File: src/rtl/grey_pointer_receiver.sv
// Receive side of a Grey-coded pointer crossing: synchronize, decode,
// report per-cycle advance, and flag illegal multi-bit code changes.
module grey_pointer_receiver #(
  parameter int WIDTH             = 4,
  parameter int STAGES            = 2,
  parameter bit CHECK_SINGLE_STEP = 1
) (
  input  logic             clock,
  input  logic             resetn,
  input  logic [WIDTH-1:0] grey_in,
  input  logic             error_clear,
  output logic [WIDTH-1:0] binary,
  output logic [WIDTH-1:0] grey,
  output logic [WIDTH-1:0] delta,
  output logic             advance,
  output logic             error
);

  logic [WIDTH-1:0] sync_q [STAGES];
  logic [WIDTH-1:0] sync_out;
  logic [WIDTH-1:0] sync_bin;
  logic [WIDTH-1:0] diff;
  logic             multi_bit;

  // Plain flop chain; nothing may sit between stages.
  always_ff @(posedge clock or negedge resetn) begin
    if (!resetn) begin
      for (int i = 0; i < STAGES; i++) sync_q[i] <= '0;
    end else begin
      sync_q[0] <= grey_in;
      for (int i = 1; i < STAGES; i++) sync_q[i] <= sync_q[i-1];
    end
  end

  assign sync_out = sync_q[STAGES-1];

  // Bit i of the binary value is the XOR of all Grey bits at or above i.
  always_comb begin
    sync_bin = '0;
    for (int i = 0; i < WIDTH; i++) sync_bin[i] = ^(sync_out >> i);
  end

  assign diff      = sync_bin - binary;
  assign multi_bit = $countones(sync_out ^ grey) > 1;

  always_ff @(posedge clock or negedge resetn) begin
    if (!resetn) begin
      grey    <= '0;
      binary  <= '0;
      delta   <= '0;
      advance <= 1'b0;
    end else begin
      grey    <= sync_out;
      binary  <= sync_bin;
      delta   <= diff;
      advance <= |diff;
    end
  end

  generate
    if (CHECK_SINGLE_STEP) begin : g_mon
      // A new violation beats a simultaneous clear.
      always_ff @(posedge clock or negedge resetn) begin
        if (!resetn)          error <= 1'b0;
        else if (multi_bit)   error <= 1'b1;
        else if (error_clear) error <= 1'b0;
      end
    end else begin : g_no_mon
      assign error = 1'b0;
    end
  endgenerate

endmodule

File: config.mk
export PLATFORM = sky130hd
export DESIGN_NAME = grey_pointer_receiver
export DESIGN_NICKNAME = d
export VERILOG_FILES = /design/src/rtl/grey_pointer_receiver.sv
export SDC_FILE = /design/constraint.sdc
export NUM_CORES = 1
export LEC_CHECK = 0
export CORE_MARGIN = 2
export CORE_UTILIZATION = 41
export DETAILED_ROUTE_END_ITERATION = 12
export HOLD_SLACK_MARGIN = 0.05
export PLACE_DENSITY = 0.83
export RECOVER_POWER = 50
export SETUP_SLACK_MARGIN = 0.15
export SYNTH_ARGS = -nofsm -noshare
export SYNTH_HDL_FRONTEND = slang
export SYNTH_SLANG_ARGS = --single-unit
export TNS_END_PERCENT = 50
File: constraint.sdc
create_clock -name clock -period 2.18 [get_ports clock]
set_input_delay 0.654 -clock clock [delete_from_list [all_inputs] [get_ports clock]]
set_output_delay 0.654 -clock clock [all_outputs]
set_load 0.05 [all_outputs]
# Word-level counts from Yosys, hierarchy flattened
# Cells that the tools add are included.
# classes
bitwise	1
mux	2
n_addsub	4
n_reduce_logical	6
magnitude_cmp	1
# ops
operator	n
$reduce_xor A4 Y1	4
$add A1 B1 Y2	2
$reduce_or A4 Y1	1
$sub A4 B4 Y4	1
$xor A4 B4 Y4	1
$add A2 B2 Y3	1
$gt A3 B1 Y1 const B	1
$mux W1	2
$reduce_bool A2 Y1	1
# totals
inputBits	7
elab_cells	21
output_inout_bits	14
register_bits	22

# Longest topological paths before layout
# depth
ltp_word	5
depth_mapped	8
depth_no_buf	8

# Worst setup path before layout
# Ideal clock, no wire load.
# synth_timing
path_type	reg-to-reg
start	reg sync_q (netlist bit sync_out[3])
end	reg advance
arrival_ns	1.901
t_required_ns	2.050
stages_incl_launch_ff	9
setup_ns	0.130
path_slack_ns	0.149
path_buffers	0
period_less_slack_ns	2.031
path_cell_list	dfrtp_1 > xor2_2 > xnor2_2 > xor2_1 > ha_1 > fa_1 > inv_1 > nor3_1 > o21ai_0
# synth_via
elab_chain_cells	3
word_cells_on_any_way	6
classes_between	1 x add/sub; 5 x reduce/logical
# synth_rtl
element	line	rtl
start, declared	19	logic [WIDTH-1:0] sync_q [STAGES];
$reduce_xor A4 Y1	40	for (int i = 0; i < WIDTH; i++) sync_bin[i] = ^(sync_out >> i);
net sync_bin[2]	21	logic [WIDTH-1:0] sync_bin;
$sub A4 B4 Y4	43	assign diff = sync_bin - binary;
$reduce_or A4 Y1	56	advance <= |diff;
end signal, assigned	56	
end, declared	15	output logic advance,
# The timed path passes the listed nets, and every way through them passes these cells.
# A chain may end at the register's enable or synchronous reset.

# Worst setup path after layout
# layout_timing
start	reg delta[2]
end	out delta[2]
# layout_lines
element	line	rtl
start, declared	14	output logic [WIDTH-1:0] delta,
start signal, assigned	55	delta <= diff;
# No word-level cell between the ends.

==> summary.txt <==
Logic synthesis
  – Ys Warns: 0
  – Synth cell types: 16
  – Top post-synthesis cells by area: dfrtp_1 (68%), xor2_1 (5.7%), fa_1 (5.2%), ha_1 (4.8%), inv_1 (2.9%)
  – FF+latch count, synth: 21
  – Avg Cell Area, Syn: 15.5 sq um
  – Cells after synthesis: 50
  – Post-Syn Nets: 62
  – Synth area leader: dfrtp_1
  – Synthesized area: 774 sq um
  – Yosys top cell area share: 67.9%
  – Sequential-to-total area share from yosys stat: 67.9%

Timing
  – Fmax: 0.483 GHz
  – Worst rel slew slack: 31.8%
  – Setup TNS: 0 ns
  – Crit share post-route: 94.9%
  – Clock skew: 0.00149 ns
  – Final Max Tran Viols: 0
  – RSZ-0062 raised after global routing: true
  – Fin crit period: 2.07 ns
  – Worst slew pin tran: 1.02 ns
  – Hold Vio Cnt, Final: 0
  – Setup violators final: 0

Critical path
  – Crit path largest cell delay: 0.79 ns
  – Crit path cell chain: clkdlybuf4s50_1
  – Flop2flop setup slack: 0.16 ns
  – Startpoint Class: flip-flop
  – Worst Path Required: 1.53 ns
  – WS Path Type: flip-flop to primary output
  – Endpoint type of the worst setup path: primary output
  – Critical R2R Capture: advance
  – Critical path launch point: delta[2]
  – Bufs and invs on worst path: 1
  – Cell family with most CP delay: buffers and inverters
  – Crit-path max FO: 1
  – Reg2Reg Depth: 8
  – Critical path's slowest cell: clkdlybuf4s50_1
  – WP data arrival: 1.42 ns
  – Reg2reg start: sync_out[2]

Detailed routing
  – ANT nets after route: 0
  – Total number of vias: 446
  – Via density per instance: 4.37
  – Routed len/inst: 10.7 um
  – DRT iter0 DRCs: 3
  – Residual DRC: 0
  – Total Wirelength: 1.09 mm
  – Number of detailed-route iterations in the first pass: 3

Global routing
  – First-pass GRT wire length: 1.83 mm
  – Remaining global-route overflow: 0
  – Initial antenna violation count: 0
  – Largest net degree at the start of global routing: 22
  – Vias in the first global route: 456
  – Overall routing resource usage: 12.1%

Placement
  – Placed Instances: 95
  – Gpl congestion: 0.770
  – Hpwl dp: 840 um
  – IO Port Bufs: 20
  – Area of placed instances: 993 sq um

Clock tree
  – CTS buffer count: 3
  – Number of H-tree levels: 1
  – CTS tree: built
  – Clock slew at reported path FFs: 0.10 ns
  – Worst-case clock buffer depth: 2
  – Root Driver: clkbuf_4
  – Hold Buf Count CTS: 0
  – Sink Count: 21
  – Skew-Pair Late Insertion Delay: 0.29 ns

Die
  – IO Count: 21
  – Die ar.: 2250 sq um
  – Placeable Area: 1750 sq um
  – Die height: 47.5 um
  – Starting density of the core: 44.4%
  – Core Rows: 15
  – Die W: 47.5 um

Pwr
  – Static Leak: 0.496 nW
  – VDD IR max: 0.000611 V
  – Cell Pwr Density: 1020 nW/um^2

Min path
  – Hold path endpoint: sync_out[3]
  – Hold Path Depth: 0
  – Worst hold start: sync_q[7]
  – Worst Hold Class: flip-flop to flip-flop

Finish
  – Final Cell Area: 1040 sq um
  – Post-Layout Cell Count: 102
  – Share of layout cells above drive strength 1: 18.2%
  – Diodes inserted: 0
  – Synth-to-Final Area Change: 33.8%
  – Nets: 90

Run
  – Number of max-cap violations: 0

Outcome
  – Outcome: finished clean
[timing repair]
item	4_1_cts	5_1_grt
endpoints found under the setup margin	9	6
setup buffers	1	2
gates resized for setup	3	2
pin swaps	1	1
[synth_stat cells]
cell / count
a21oi_1: 2
a221o_1: 1
and3_1: 1
buf_4: 1
dfrtp_1: 21
fa_1: 2
ha_1: 3
inv_1: 6
nand3b_1: 1
nor2_1: 1
nor3_1: 1
o21ai_0: 1
xnor2_1: 2
xnor2_2: 1
xor2_1: 5
xor2_2: 1
[per-layer routing]
metal	GRT usage, %	part of all wire, %	wire length (um)	vias to the layer above
li1	-	-	-	209
met5	0	0	0	-
met2	21.1	53	579	15
met1	14.1	41	449	222
met3	3.40	5.8	63	0
met4	5.00	0	0	0
[layout by cell type, fill, tap and decap left out, types with 2 or more instances in the layout]
cell type,synthesis,routed
dfrtp_1,21,21
buf_4,1,8
inv_1,6,6
xor2_1,5,5
dlygate4sd3_1,0,5
clkdlybuf4s50_1,0,4
clkbuf_4,0,3
clkbuf_1,0,3
dlygate4sd2_1,0,3
xnor2_1,2,2
a21oi_1,2,2
fa_1,2,2
ha_1,3,2
dlymetal6s2s_1,0,2
[worst max path at each step]
stage                    end  slack, ns  cells after the start
global placement     advance       0.08                      8
finish              delta[2]       0.11                      1
floorplan            advance       0.15                      8
detailed placement   advance      0.007                      8
CTS                 delta[1]       0.07                      1
global route         advance       0.05                      8
[through the flow]
step	setup slack [ns]	utilization [%]	power, W	hold WS, ns
floorplan	0.153	-	0.000759	0.331
global placement	0.0793	56.9	0.000892	0.332
detailed placement	0.00664	56.9	0.000903	0.336
CTS	0.0672	58.6	0.00108	0.361
global route	0.0454	59.4	0.00112	0.375
finish	0.111	59.4	0.00106	0.358
[state kept, by name (all words and copies together), names as in the netlist]
name and cells:
grey 3, sync_out 4, sync_q 4, binary 4, advance 1, error 1, delta 4
[report_power, final]
group          leakage, nW  internal (W)  switching (W)  total [W]
sequential           0.240      0.000446      0.0000252   0.000471
clock               0.0150     0.0000710       0.000103   0.000174
combinational        0.241      0.000139       0.000276   0.000414
[cell type report]
type                       count  area, sq um
sequential                    21          526
clock buffer                   4         26.3
tap                           25         31.3
fill                         151          709
multi-input combinational     22          221
inverter                       6         22.5
timing repair buffer          24          209
[worst reg2reg max path: stages, from the launching register on]
cell and delay (ns):
dfrtp_1 0.44, xor2_2 0.19, xnor2_2 0.16, xor2_1 0.17
ha_2 0.19, fa_1 0.48, inv_1 0.05, nor3_1 0.15
o21ai_1 0.09
[cells by family after synthesis]
| logic type | synth area share (%) |
|---|---|
| and+or+nand+nor | 2.91 |
| buffers and inverters | 3.88 |
| xor gates and xnor gates | 12.1 |
| adders and majority gates | 10.0 |
| DFF | 67.9 |
| AOI/OAI and AO/OA | 3.23 |
Power figures use the tool's default switching activity.
